### src/rtl/pipe_ctrl_pkg.sv
// Shared encodings and the decoded control bundle for the pipeline controller.
package pipe_ctrl_pkg;

    localparam int unsigned REG_AW = 5;
    localparam int unsigned ALUC_W = 3;

    // Writeback result source
    typedef enum logic [1:0] {
        RES_ALU = 2'b00,
        RES_MEM = 2'b01,
        RES_PC4 = 2'b10
    } result_src_e;

    // EX operand forwarding select
    typedef enum logic [1:0] {
        FWD_RF  = 2'b00,
        FWD_WB  = 2'b01,
        FWD_MEM = 2'b10
    } fwd_e;

    // Control bundle produced by the ID-stage decoder and held in ID/EX
    typedef struct packed {
        logic              regwrite;
        result_src_e       result_src;
        logic              memwrite;
        logic              alu_src;
        logic [ALUC_W-1:0] alu_control;
        logic              branch;
        logic              jump;
        logic [REG_AW-1:0] rd;
        logic [REG_AW-1:0] rs1;
        logic [REG_AW-1:0] rs2;
    } ctrl_bundle_t;

endpackage

### src/rtl/pipe_ctrl_fwd_sel.sv
// Forwarding select for one EX source operand; the MEM writer beats the WB writer.
module fwd_sel
    import pipe_ctrl_pkg::*;
(
    input  logic [REG_AW-1:0] rs,
    input  logic              mem_regwrite,
    input  logic [REG_AW-1:0] mem_rd,
    input  logic              wb_regwrite,
    input  logic [REG_AW-1:0] wb_rd,
    output logic [1:0]        sel
);

    // Youngest in-flight writer wins; x0 is hardwired zero and never forwards
    always_comb begin
        sel = FWD_RF;
        if (mem_regwrite && (mem_rd != '0) && (mem_rd == rs)) begin
            sel = FWD_MEM;
        end else if (wb_regwrite && (wb_rd != '0) && (wb_rd == rs)) begin
            sel = FWD_WB;
        end
    end

endmodule

### src/rtl/pipe_ctrl.sv
// Pipeline controller: carries ID control through EX/MEM/WB, resolves load-use and
// control hazards, drives forwarding selects and freezes on data-memory wait.
module pipe_ctrl #(
    parameter int unsigned REG_AW = pipe_ctrl_pkg::REG_AW,
    parameter int unsigned ALUC_W = pipe_ctrl_pkg::ALUC_W,
    parameter int unsigned CNT_W  = 16
) (
    input  logic              clk,
    input  logic              rst_n,
    input  logic              id_regwrite,
    input  logic [1:0]        id_result_src,
    input  logic              id_memwrite,
    input  logic              id_alu_src,
    input  logic [ALUC_W-1:0] id_alu_control,
    input  logic              id_branch,
    input  logic              id_jump,
    input  logic [REG_AW-1:0] id_rs1,
    input  logic [REG_AW-1:0] id_rs2,
    input  logic [REG_AW-1:0] id_rd,
    input  logic              ex_zero,
    input  logic              dmem_ready,
    output logic              stall_f,
    output logic              stall_d,
    output logic              flush_d,
    output logic              flush_e,
    output logic              pc_src,
    output logic [1:0]        fwd_a_e,
    output logic [1:0]        fwd_b_e,
    output logic [ALUC_W-1:0] ex_alu_control,
    output logic              ex_alu_src,
    output logic              mem_memwrite,
    output logic              mem_access,
    output logic              wb_regwrite,
    output logic [1:0]        wb_result_src,
    output logic [REG_AW-1:0] wb_rd,
    output logic [CNT_W-1:0]  stall_cnt,
    output logic [CNT_W-1:0]  flush_cnt
);

    import pipe_ctrl_pkg::*;

    ctrl_bundle_t      id_ctrl;
    ctrl_bundle_t      ex_q;
    logic              mem_regwrite_q, mem_memwrite_q;
    result_src_e       mem_result_src_q;
    logic [REG_AW-1:0] mem_rd_q;
    logic              wb_regwrite_q;
    result_src_e       wb_result_src_q;
    logic [REG_AW-1:0] wb_rd_q;
    logic [CNT_W-1:0]  stall_cnt_q, flush_cnt_q;

    logic freeze, load_use, ctrl_taken, stall_inc;

    // Pack the decoded ID inputs into a bundle
    always_comb begin
        id_ctrl             = '0;
        id_ctrl.regwrite    = id_regwrite;
        id_ctrl.result_src  = result_src_e'(id_result_src);
        id_ctrl.memwrite    = id_memwrite;
        id_ctrl.alu_src     = id_alu_src;
        id_ctrl.alu_control = id_alu_control;
        id_ctrl.branch      = id_branch;
        id_ctrl.jump        = id_jump;
        id_ctrl.rd          = id_rd;
        id_ctrl.rs1         = id_rs1;
        id_ctrl.rs2         = id_rs2;
    end

    // Hazard detection: memory freeze dominates, then a taken branch beats load-use
    always_comb begin
        mem_access = mem_memwrite_q | (mem_result_src_q == RES_MEM);
        freeze     = mem_access & ~dmem_ready;
        load_use   = (ex_q.result_src == RES_MEM) && (ex_q.rd != '0) &&
                     ((ex_q.rd == id_rs1) || (ex_q.rd == id_rs2));
        ctrl_taken = ex_q.jump | (ex_q.branch & ex_zero);
        pc_src     = ctrl_taken & ~freeze;
        flush_d    = pc_src;
        flush_e    = (pc_src | load_use) & ~freeze;
        stall_f    = freeze | (load_use & ~pc_src);
        stall_d    = stall_f;
        stall_inc  = ~freeze & load_use & ~pc_src;
    end

    // Stage registers: hold on freeze, bubble into ID/EX on flush_e
    always_ff @(posedge clk or negedge rst_n) begin
        if (!rst_n) begin
            ex_q             <= '0;
            mem_regwrite_q   <= 1'b0;
            mem_memwrite_q   <= 1'b0;
            mem_result_src_q <= RES_ALU;
            mem_rd_q         <= '0;
            wb_regwrite_q    <= 1'b0;
            wb_result_src_q  <= RES_ALU;
            wb_rd_q          <= '0;
        end else if (!freeze) begin
            ex_q             <= flush_e ? '0 : id_ctrl;
            mem_regwrite_q   <= ex_q.regwrite;
            mem_memwrite_q   <= ex_q.memwrite;
            mem_result_src_q <= ex_q.result_src;
            mem_rd_q         <= ex_q.rd;
            wb_regwrite_q    <= mem_regwrite_q;
            wb_result_src_q  <= mem_result_src_q;
            wb_rd_q          <= mem_rd_q;
        end
    end

    // Saturating stall/flush event counters
    always_ff @(posedge clk or negedge rst_n) begin
        if (!rst_n) begin
            stall_cnt_q <= '0;
            flush_cnt_q <= '0;
        end else begin
            if (stall_inc && (stall_cnt_q != '1)) begin
                stall_cnt_q <= stall_cnt_q + {{(CNT_W-1){1'b0}}, 1'b1};
            end
            if (pc_src && (flush_cnt_q != '1)) begin
                flush_cnt_q <= flush_cnt_q + {{(CNT_W-1){1'b0}}, 1'b1};
            end
        end
    end

    fwd_sel u_fwd_a (
        .rs           (ex_q.rs1),
        .mem_regwrite (mem_regwrite_q),
        .mem_rd       (mem_rd_q),
        .wb_regwrite  (wb_regwrite_q),
        .wb_rd        (wb_rd_q),
        .sel          (fwd_a_e)
    );

    fwd_sel u_fwd_b (
        .rs           (ex_q.rs2),
        .mem_regwrite (mem_regwrite_q),
        .mem_rd       (mem_rd_q),
        .wb_regwrite  (wb_regwrite_q),
        .wb_rd        (wb_rd_q),
        .sel          (fwd_b_e)
    );

    assign ex_alu_control = ex_q.alu_control;
    assign ex_alu_src     = ex_q.alu_src;
    assign mem_memwrite   = mem_memwrite_q;
    assign wb_regwrite    = wb_regwrite_q;
    assign wb_result_src  = wb_result_src_q;
    assign wb_rd          = wb_rd_q;
    assign stall_cnt      = stall_cnt_q;
    assign flush_cnt      = flush_cnt_q;

endmodule

### config.mk
export PLATFORM = sky130hd
export DESIGN_NAME = pipe_ctrl
export DESIGN_NICKNAME = d
export VERILOG_FILES = /design/src/rtl/pipe_ctrl_pkg.sv /design/src/rtl/pipe_ctrl_fwd_sel.sv /design/src/rtl/pipe_ctrl.sv
export SDC_FILE = /design/constraint.sdc
export NUM_CORES = 1
export LEC_CHECK = 0
export CAP_MARGIN = 15
export CORE_MARGIN = 2
export CORE_UTILIZATION = 40
export CTS_CLUSTER_DIAMETER = 100
export DETAILED_ROUTE_END_ITERATION = 16
export HOLD_SLACK_MARGIN = 0.15
export PLACE_DENSITY = 0.79
export SLEW_MARGIN = 40
export SYNTH_ARGS = -nofsm -noshare
export SYNTH_HDL_FRONTEND = slang
export SYNTH_SLANG_ARGS = --single-unit
### constraint.sdc
create_clock -name clk -period 1.6 [get_ports clk]
set_clock_uncertainty 0.05 [all_clocks]
set_input_delay 0.16 -clock clk [delete_from_list [all_inputs] [get_ports clk]]
set_output_delay 0.16 -clock clk [all_outputs]
set_load 0.05 [all_outputs]
# ---- Word level (Yosys, flattened, before mapping)
# Cells that the tools add are included.
dict set report totals {
  output_inout_bits 55
  wordCells 64
  in_bits 29
  regBits 74
}
dict set report op_classes {
  n_bitwise 14
  reduce_logical 14
  eq_ne 10
  n_addsub 2
  muxes 5
}
# operator n
set op_table {}
lappend op_table {{adder 16 x 1 -> 16 bit, second input constant} 2}
lappend op_table {{inequality test 16 bit, second input constant} 2}
lappend op_table {{equality test 5 bit} 6}
lappend op_table {{two-way mux 25 bit} 1}
lappend op_table {{nonzero test 5 bit} 3}
lappend op_table {{logical AND 1 bit} 10}
lappend op_table {{bitwise AND 1 bit} 7}
lappend op_table {{equality test 2 x 1 -> 1 bit, second input constant} 2}
lappend op_table {{two-way mux 2 bit} 2}
lappend op_table {{OR 1 bit} 4}
lappend op_table {{NOT 1 bit} 3}
lappend op_table {{two-way mux 1 bit} 2}
lappend op_table {{logical OR 1 bit} 1}

# ---- Logic depth before layout (Yosys ltp)
# Gate-level depths: netlist of the first run.
dict set report depth {
  word_depth 8
  ltp_mapped 8
  ltp_nobuf 7
}

# ---- Hierarchy
# Synthesis of the first run repeated with hierarchy kept, for this count alone.
dict set report unflattened {
  hier_cells 394
  hier_area_um2 3792.4
}
# mod area_each_um2 seq_area_each_um2 instances cells_each
set modules_own_cells {}
lappend modules_own_cells {pipe_ctrl 3489.6 1851.8 1 354}
lappend modules_own_cells {fwd_sel 151.4 0.0 2 20}

# ---- Worst setup path before layout of the first run
# Ideal clock, no wire load.
dict set report synth_path {
  kind {reg-to-output}
  start {register mem_rd_q[4]}
  end {output port fwd_a_e[0]}
  slack_ps -1608
  required_time_ps 1390
  path_stages_with_launch 5
  arrival_time_ps 2998
  n_path_buf 0
  cell_sequence {dfrtp_1 xnor2_1 nand3_1 nor4_1 nor4_1}
}
dict set report synth_between {
  elab_chain_len 4
  elab_cells_between_ends 5
  classes_between {eq/ne: 1; mux: 1; reduce/logical: 3}
}
# item line_no
set synth_lines {}
lappend synth_lines {{from (decl)} pipe_ctrl.sv:46} ;# logic [REG_AW-1:0] mem_rd_q;
lappend synth_lines {{from (signal assigned)} pipe_ctrl.sv:100} ;# mem_rd_q <= ex_q.rd;
lappend synth_lines {{nonzero test 5 bit} pipe_ctrl_fwd_sel.sv:16} ;# if (mem_regwrite && (mem_rd != '0) && (mem_rd == rs)) begin
lappend synth_lines {{logical AND 1 bit} pipe_ctrl_fwd_sel.sv:16}
lappend synth_lines {{logical AND 1 bit (*)} pipe_ctrl_fwd_sel.sv:16}
lappend synth_lines {{two-way mux 2 bit (*)} pipe_ctrl_fwd_sel.sv:16}
lappend synth_lines {{to (decl)} pipe_ctrl.sv:27} ;# output logic [1:0] fwd_a_e,
# Every way passes the cells marked *; elsewhere a longest branch is shown, timed or not.

# ---- Worst setup path in the final report of the first run
dict set report layout_path {
  start {register ex_q[11] (netlist name)}
  end {output port stall_d}
}
dict set report layout_between {
  elab_chain_len 5
  elab_cells_between_ends 8
  classes_between {eq/ne: 2; bitwise: 2; reduce/logical: 4}
}
# item line_no
set layout_lines {}
lappend layout_lines {{from (decl)} pipe_ctrl.sv:43} ;# ctrl_bundle_t ex_q;
lappend layout_lines {{from (signal assigned)} pipe_ctrl.sv:96} ;# ex_q <= flush_e ? '0 : id_ctrl;
lappend layout_lines {{equality test 5 bit or nonzero test 5 bit (tied branches)} {pipe_ctrl.sv:74, pipe_ctrl.sv:73}}
lappend layout_lines {{logical OR 1 bit or logical AND 1 bit (tied branches)} {pipe_ctrl.sv:74, pipe_ctrl.sv:73}}
lappend layout_lines {{logical AND 1 bit (*)} pipe_ctrl.sv:73} ;# load_use = (ex_q.result_src == RES_MEM) && (ex_q.rd != '0) &&
lappend layout_lines {{bitwise AND 1 bit (*)} pipe_ctrl.sv:79} ;# stall_f = freeze | (load_use & ~pc_src);
lappend layout_lines {{OR 1 bit (*)} pipe_ctrl.sv:79}
lappend layout_lines {{to (decl)} pipe_ctrl.sv:23} ;# output logic stall_d,
# Marked as above.

==> results of run 1 <==
## metrics by stage
step                      hold slack [ns]  TNS, ns
after floorplan                    -0.186    -9.82
after global placement              0.168   -26.99
after detailed placement            0.173   -29.09
after CTS                           0.327   -21.34
after global routing                0.345   -29.88
final                               0.304   -25.34
## worst min path at each step
stage / to / depth (start not counted)
4_1_cts: stall_cnt[1] / 3
5_1_grt: stall_cnt[1] / 3
3_5_place_dp: stall_cnt[1] / 2
3_3_place_gp: stall_cnt[2] / 2
6_report: stall_cnt[1] / 3
2_1_floorplan: ex_alu_control[0] / 0
## timing repair
item,in CTS,in global routing
endpoints found under the setup margin,79,83
hold buffers,1,0
cloned,3,2
hold endpoints to repair,74,0
setup buffers,20,8
pin swaps,47,26
gates resized for setup,59,33
## cell usage in the layout, fill, tap and decap left out, types with 2 or more instances in the layout
master	count
nor2_1	5
xor2_1	27
nand2_4	4
clkinvlp_4	2
o21ai_4	2
mux2_2	5
nor3_4	3
inv_1	2
a22o_1	25
buf_12	9
nand4_1	21
nor2_4	6
dfrtp_2	33
xnor2_2	7
dfrtp_1	41
nor4_4	6
nor2_2	2
nand3_1	3
clkbuf_8	11
ha_4	2
xnor2_1	25
clkdlybuf4s50_1	27
buf_6	26
a21oi_4	2
mux2_4	14
buf_4	130
nor3_2	2
clkbuf_16	2
nand2_1	2
nand2_2	5
and3_1	3
nand3_2	4
or4_4	4
## flip-flops by register name, indices dropped and copies added, names as in the netlist
register and count:
wb_result_src 2, mem_regwrite_q 1, mem_result_src_q 2, wb_rd 5, stall_cnt 16, mem_rd_q 5, mem_memwrite 1, ex_alu_src 1
ex_q 21, flush_cnt 16, wb_regwrite 1, ex_alu_control 3
## power groups by stage
stage	clock [W]	sequential, W	combinational (W)
6_report	0.00152	0.00298	0.00636
5_1_grt	0.00162	0.00304	0.00668
4_1_cts	0.00153	0.00295	0.00608
3_5_place_dp	0	0.00296	0.00526
3_3_place_gp	0	0.00293	0.00510
2_1_floorplan	0	0.00369	0.00252
## routing by layer
layer | track usage | vias up | wire, um | share of wire
li1 | - | 1420 | - | -
met1 | 0.246 | 1528 | 4150 | 0.41
met2 | 0.375 | 73 | 5390 | 0.53
met3 | 0.0432 | 17 | 444 | 0.044
met4 | 0.0801 | 0 | 182 | 0.018
met5 | 0 | - | 0 | 0
## worst max-delay path, stage by stage, from the launching register on
cell and delay, ns:
dfrtp_1 0.44, or4_4 0.57, o21ai_4 0.16, buf_6 0.12
nor2_4 0.04, a21o_4 0.22, buf_12 0.15
## layout make-up
class	instances	area, um2	area share
Multi-Input combinational cell	195	1970	0.325
Sequential cell	74	1890	0.311
Timing Repair Buffer	199	1860	0.306
Clock buffer	12	155	0.0255
Tap cell	108	135	0.0222
Clock inverter	4	50.0	0.00823
Inverter	3	11.3	0.00185
## cells by family (layout without fill, tap and decap cells)
| group | after synthesis | count (layout) | share of synthesized area |
|---|---|---|---|
| fa+ha+maj | 2 | 2 | 0.00720 |
| compound gates | 34 | 34 | 0.0806 |
| flops | 74 | 74 | 0.533 |
| mux | 19 | 19 | 0.0615 |
| xor+xnor | 60 | 60 | 0.151 |
| simple gates | 80 | 80 | 0.138 |
| buf+inv | 17 | 218 | 0.0291 |
==> flow_metrics.tcl, run 1 <==
set metrics [dict create \
    synth_nets 317 \
    postPlaceCellArea_mm2 0.00523 \
    ys_seq_elements 74 \
    synth_top_area_cell "dfrtp_1" \
    drt_first_pass_iters 6 \
    drt_iter0_markers 90 \
    overflow 0 \
    syn_inst 286 \
    hp-class "input pin to async pin" \
    num_antenna_cells 0 \
    yosysMostFrequentCell "dfrtp_1" \
    tightestPinTransition_ns 0.459 \
    r2r-start "ex_q[11]" \
    p_int_w 0.00638 \
    cts_inserted_buffers 9 \
    avgSynthCellArea_um2 12.2 \
    ios 84 \
    violations "negative setup slack" \
    portBuffers 83 \
    ir_drop_mv 1.85 \
    synth_edf_count 0 \
    p_comb_frac 0.586 \
    worstReg2RegEnd "stall_cnt[1]" \
    instances_no_fill 595 \
    power_density_mw_per_mm2 1790 \
    fp-row-count 34 \
    r2r_cells 8 \
    avgRoutedWirePerCell_um 17.1 \
    antenna_found_initial 0 \
    dp.cells 551 \
    die-area_mm2 0.00945 \
    synth_commonest_cells "dfrtp_1, xnor2_1, xor2_1" \
    grt_max_degree 75 \
    slew_headroom 0.693 \
    chipWidth_um 97.2 \
    outcome "finished with violations" \
    grt_pass1_wl_um 15900 \
    hpwlAfterDp_um 6530 \
    hold_viol 0 \
    setup_ws_ns -0.655 \
    root_buffer "clkbuf_8" \
    drcViolationCount 0 \
    synth_top_cell_area_share 0.533 \
    pwr-share-seq 0.274 \
    fin_crit_sh 1.41 \
    maxSlewViolCount 0 \
    cts_sinks 74 \
    cts_max_level 3 \
    power.total_w 0.0109 \
    cts_tree "done" \
    fin_nets 513 \
    clkTransAtPathRegs_ns 0.08 \
    arrival_ns 2.04 \
    dieHeight_um 97.2 \
    clock_path_buffers 2 \
    start_util 0.405 \
    ant_nets 0 \
    drive_gt1_frac 0.610 \
    ys_warn_count 0 \
    startpoint "ex_q[11]" \
    endpoint "stall_d" \
    synth_area_leaders "dfrtp_1, xnor2_1, xor2_1" \
    nFillCells 590 \
    fin_crit_ns 2.25 \
    crit_fanout 4 \
    ys_seq_area_frac 0.533 \
    rsz0062_at_grt "true" \
    gp_congestion 0.873 \
    cp.required_ns 1.39 \
    core_region_area_mm2 0.00859 \
    ys_async_sr_fraction 1.00 \
    area_delta_synth_final_pct 74.8 \
    power.switching_w 0.00447 \
    syn_area_mm2 0.00348 \
    final_util 0.707 \
    synth.distinct_cells 34 \
    max_freq_mhz 444 \
    p_leak_nw 2.89 \
    pre_cts_slack_ns -0.530 \
    maxCapViolations 0 \
    routed_wl_um 10200 \
    routed_via_density 5.11 \
    grt_pass1_vias 3292 \
    post-route-cell-area_mm2 0.00608 \
    setup_viol 75 \
    synthFlopType "dfrtp_1" \
    end_kind "output pin" \
    clk-insertion-delay-late_ns 0.34 \
    cp-start-kind "flip-flop" \
    r2r_slack_ns -0.52 \
    switching_share 0.412 \
    critPathKind "flip-flop to output pin" \
    vias 3038 \
    grt_use_total 0.209 \
    p_clk_frac 0.140 \
]
No activity file was read; power rests on OpenSTA's default activity.
==> run 2: changes to the inputs <==
==> constraint.sdc (replaced) <==
create_clock -name clk -period 1.6 [get_ports clk]
set_clock_uncertainty 0.05 [all_clocks]
set_input_delay 0.24 -clock clk [delete_from_list [all_inputs] [get_ports clk]]
set_output_delay 0.24 -clock clk [all_outputs]
set_load 0.05 [all_outputs]
==> flow_metrics.tcl, run 2 (synthesis gave the netlist of run 1 again) <==
set metrics [dict create \
    outcome "finished with violations" \
    violations "negative setup slack" \
    die-area_mm2 0.00945 \
    portBuffers 83 \
    largest_reg_flops 21 \
    max_freq_mhz 433 \
    ios 84 \
    gp_congestion 0.805 \
    p_clk_frac 0.120 \
    ir_drop_mv 1.88 \
    crit_family "simple AND/OR/NAND/NOR gates" \
    root_buffer "clkbuf_8" \
    dieHeight_um 97.2 \
    power_density_mw_per_mm2 1760 \
    postPlaceCellArea_mm2 0.00556 \
    setup_ws_ns -0.707 \
    cp_slowest_cell "or4_4" \
    cp-start-kind "flip-flop" \
    overflow 0 \
    pwr-share-seq 0.261 \
    drt_iter0_markers 157 \
    clk-insertion-delay-late_ns 0.35 \
    avgRoutedWirePerCell_um 18.4 \
    tightestPinTransition_ns 0.560 \
    r2r-start "ex_q[14]" \
    worstReg2RegEnd "ex_q[10]" \
    crit_fanout 4 \
    drcViolationCount 0 \
    power.total_w 0.0114 \
    crit_buf_inv 1 \
    num_antenna_cells 0 \
    routed_via_density 5.24 \
    critPathKind "flip-flop to output pin" \
    grt_max_degree 75 \
    grt_pass1_vias 3379 \
    fp-row-count 34 \
    power.switching_w 0.00466 \
    most-common-layout-cells "buf_4, dfrtp_1, buf_12" \
    maxSlewViolCount 0 \
    grt_pass1_wl_um 16400 \
    clock_path_buffers 2 \
    rsz0062_at_grt "true" \
    hold_viol 0 \
    vias 3139 \
    dp.cells 553 \
    core_region_area_mm2 0.00859 \
    startpoint "wb_rd[1]" \
    area_delta_synth_final_pct 86.1 \
    antenna_found_initial 0 \
    slew_headroom 0.626 \
    cts_tree "done" \
    start_util 0.405 \
    ant_nets 0 \
    cts_inserted_buffers 9 \
    p_leak_nw 3.03 \
    crit_chain "xor2_1 > or4_4 > nor4_4 > buf_12" \
    arrival_ns 2.02 \
    drive_gt1_frac 0.615 \
    post-route-cell-area_mm2 0.00647 \
    fin_nets 517 \
    cts_sinks 74 \
    timing.hold.ws_ns 0.367 \
    clkTransAtPathRegs_ns 0.08 \
    end_kind "output pin" \
    fin_crit_ns 2.31 \
    tns_ns -27.81 \
    regMostFlops "ex_q" \
    cpPeakStageDelay_ns 0.56 \
    p_comb_frac 0.619 \
    instances_no_fill 599 \
    hp-class "input pin to async pin" \
    r2r_slack_ns -0.57 \
    maxCapViolations 0 \
    routed_wl_um 11000 \
    cts_max_level 3 \
    p_int_w 0.00675 \
    drt_first_pass_iters 6 \
    switching_share 0.408 \
    chipWidth_um 97.2 \
    fin_crit_sh 1.44 \
    setup_viol 65 \
    hpwlAfterDp_um 6390 \
    final_common_cell "buf_4" \
    grt_use_total 0.216 \
    cp.required_ns 1.31 \
    r2r_cells 10 \
]
run 2: changes by cell type in the layout (fill, tap and decap cells not counted), sizes merged:
cell      delta
clkinv       +4
buf          +3
clkinvlp     -2
bufbuf       -1
bufinv       -1
clkbuf       +1
run 2: routing by layer:
| layer | GRT usage | vias up | wire [um] |
|---|---|---|---|
| met5 | 0 | - | 0 |
| met2 | 0.378 | 103 | 5810 |
| li1 | - | 1430 | - |
| met1 | 0.257 | 1581 | 4370 |
| met3 | 0.0482 | 25 | 524 |
| met4 | 0.0929 | 0 | 285 |
run 2: worst max path at each step:
stage	endpoint	cells after the start
floorplan	fwd_a_e[0]	3
detailed placement	stall_cnt[1]	7
CTS	fwd_a_e[0]	4
global placement	stall_cnt[1]	7
finish	fwd_a_e[0]	4
global route	fwd_a_e[0]	4
run 2: cell type report:
class	count	area [um2]
clock buffers	11	151
inverters	3	11.3
repair buffers	203	2270
flip-flops and latches	74	1890
multi-input cells	195	1980
fillers	521	2120
well taps	108	135
clock inverters	5	28.8
run 2: tightest hold or removal path: stages:
cell and delay (ns):
dlygate4sd3_1 0.52, buf_2 0.12, buf_12 0.30
run 2: power groups by stage:
stage	clock network (W)	logic (W)	registers (W)
2_1_floorplan	0	0.00254	0.00370
5_1_grt	0.00146	0.00740	0.00304
4_1_cts	0.00136	0.00669	0.00295
3_3_place_gp	0	0.00554	0.00294
3_5_place_dp	0	0.00566	0.00297
6_report	0.00137	0.00706	0.00298
run 2: stage by stage:
step,utilization,setup WS [ns]
CTS,0.718,-0.708
detailed placement,0.647,-0.614
finish,0.753,-0.707
global placement,0.647,-0.586
floorplan,-,-0.613
global route,0.753,-0.760
run 2: timing repair:
item	in CTS	in global routing
pin swaps	49	27
gates resized for setup	47	44
setup endpoints to repair	80	78
endpoints found under the hold margin	74	0
cloned	3	4
buffers inserted	18	13
hold buffers	1	0
==> run 3: changes to the inputs <==
- GPL_ROUTABILITY_DRIVEN: unset -> 0
==> flow_metrics.tcl, run 3 (synthesis gave the netlist of run 1 again) <==
set metrics [dict create \
    chipWidth_um 97.2 \
    core_region_area_mm2 0.00859 \
    dieHeight_um 97.2 \
    avgRoutedWirePerCell_um 19.7 \
    fin_crit_ns 2.30 \
    outcome "finished with violations" \
    ant_nets 0 \
    root_buffer "clkbuf_8" \
    cts_tree "done" \
    max_freq_mhz 435 \
    cts_inserted_buffers 9 \
    die-area_mm2 0.00945 \
    drcViolationCount 0 \
    num_antenna_cells 0 \
    clk-insertion-delay-late_ns 0.35 \
    drt_first_pass_iters 4 \
    final_common_cell "buf_4" \
    startpoint "wb_rd[0]" \
    antenna_found_initial 0 \
    maxCapViolations 0 \
    r2r-start "ex_q[12]" \
    largest_reg_flops 21 \
    setup_viol 83 \
    routed_wl_um 12100 \
    area_delta_synth_final_pct 94.3 \
    grt_pass1_vias 3568 \
    r2r_slack_ns -0.63 \
    clock_path_buffers 2 \
    cts_sinks 74 \
    setup_ws_ns -0.700 \
    critPathKind "flip-flop to output pin" \
    ir_drop_mv 1.66 \
    timing.hold.ws_ns 0.381 \
    routed_via_density 5.31 \
    endpoint "fwd_a_e[0]" \
    portBuffers 83 \
    drive_gt1_frac 0.632 \
    hp-class "input pin to async pin" \
    grt_use_total 0.242 \
    drt_iter0_markers 152 \
    start_util 0.405 \
    arrival_ns 2.01 \
    worstReg2RegEnd "stall_cnt[1]" \
    hpwlAfterDp_um 6260 \
    fin_crit_sh 1.44 \
    grt_max_degree 75 \
    rsz0062_at_grt "true" \
    maxSlewViolCount 0 \
    r2r_cells 9 \
    most-common-layout-cells "buf_4, dfrtp_1, buf_12" \
    fin_nets 532 \
    cp.required_ns 1.31 \
    end_kind "output pin" \
    p_leak_nw 3.22 \
    crit_fanout 5 \
    hold_viol 0 \
    clkTransAtPathRegs_ns 0.08 \
    cp-start-kind "flip-flop" \
    vias 3261 \
    regMostFlops "ex_q" \
    fp-row-count 34 \
    power_density_mw_per_mm2 1830 \
    tightestPinTransition_ns 0.573 \
    violations "negative setup slack" \
    cts_max_level 3 \
    ios 84 \
    overflow 0 \
    grt_pass1_wl_um 18200 \
    nFillCells 456 \
    slew_headroom 0.614 \
    final_util 0.786 \
]
[run 3: cell count changes in the layout (fill, tap and decap cells not counted), moves of 3 or more]
| cell | before | now |
|---|---|---|
| clkbuf_16 | 4 | 1 |
| mux2_4 | 14 | 19 |
| nand2_4 | 5 | 9 |
| mux2_2 | 5 | 0 |
| clkinv_2 | 4 | 0 |
| buf_16 | 0 | 4 |
| buf_12 | 40 | 35 |
| buf_4 | 104 | 114 |
| bufinv_16 | 0 | 3 |
| buf_6 | 24 | 30 |
[run 3: where the power goes]
part / internal, W / switching (W) / total [W] / leakage (nW)
Clock: 0.00113 / 0.000750 / 0.00188 / 0.127
Sequential: 0.00245 / 0.000547 / 0.00300 / 0.920
Combinational: 0.00388 / 0.00360 / 0.00748 / 2.17
[run 3: layout make-up]
cell class	count	area, um2	share of cell area
Timing Repair Buffer	218	2410	0.356
Multi-Input combinational cell	195	2050	0.304
Sequential cell	74	1890	0.280
Clock buffer	12	155	0.0230
Tap cell	108	135	0.0200
Clock inverter	4	98.8	0.0146
Inverter	3	11.3	0.00167
[run 3: worst max-delay path, stage by stage (launching register included)]
cell and delay, ns:
dfrtp_2 0.46, xor2_1 0.16, or4_4 0.54, nor4_4 0.34, buf_12 0.18
[run 3: metal layers]
layer	wire length [um]	share of wire	GRT usage	up-vias
met5	0	0	0	-
met4	306	0.025	0.0929	0
met3	495	0.041	0.0489	24
met2	6460	0.53	0.424	106
met1	4830	0.40	0.295	1666
li1	-	-	-	1465
[run 3: repair_timing]
item | CTS | global route
cloned | 7 | 1
resized for setup | 73 | 49
hold buffers | 1 | 0
pin swaps | 33 | 39
setup endpoints to repair | 82 | 84
setup buffers | 30 | 18
hold endpoints to repair | 74 | 0
[run 3: metrics by stage]
| step | instances | area [um2] | setup WS (ns) | total power [W] | TNS (ns) |
|---|---|---|---|---|---|
| floorplan | 286 | 3750 | -0.613 | 0.00625 | -10.41 |
| global placement | 551 | 5540 | -0.602 | 0.00844 | -29.42 |
| global route | 614 | 6760 | -0.765 | 0.0128 | -33.97 |
| CTS | 605 | 6500 | -0.718 | 0.0118 | -25.41 |
| detailed placement | 551 | 5540 | -0.634 | 0.00856 | -31.58 |
| finish | 614 | 6760 | -0.700 | 0.0124 | -29.83 |
[run 3: worst min path at each step]
stage	cells past startpoint	startpoint	endpoint	slack, ns
finish	3	rst_n	stall_cnt[1]	0.38
global route	3	rst_n	stall_cnt[10]	0.43
CTS	3	rst_n	mem_result_src_q[0]	0.41
detailed placement	2	rst_n	stall_cnt[10]	0.26
global placement	2	rst_n	stall_cnt[2]	0.25
floorplan	0	rst_n	ex_alu_control[0]	-0.11
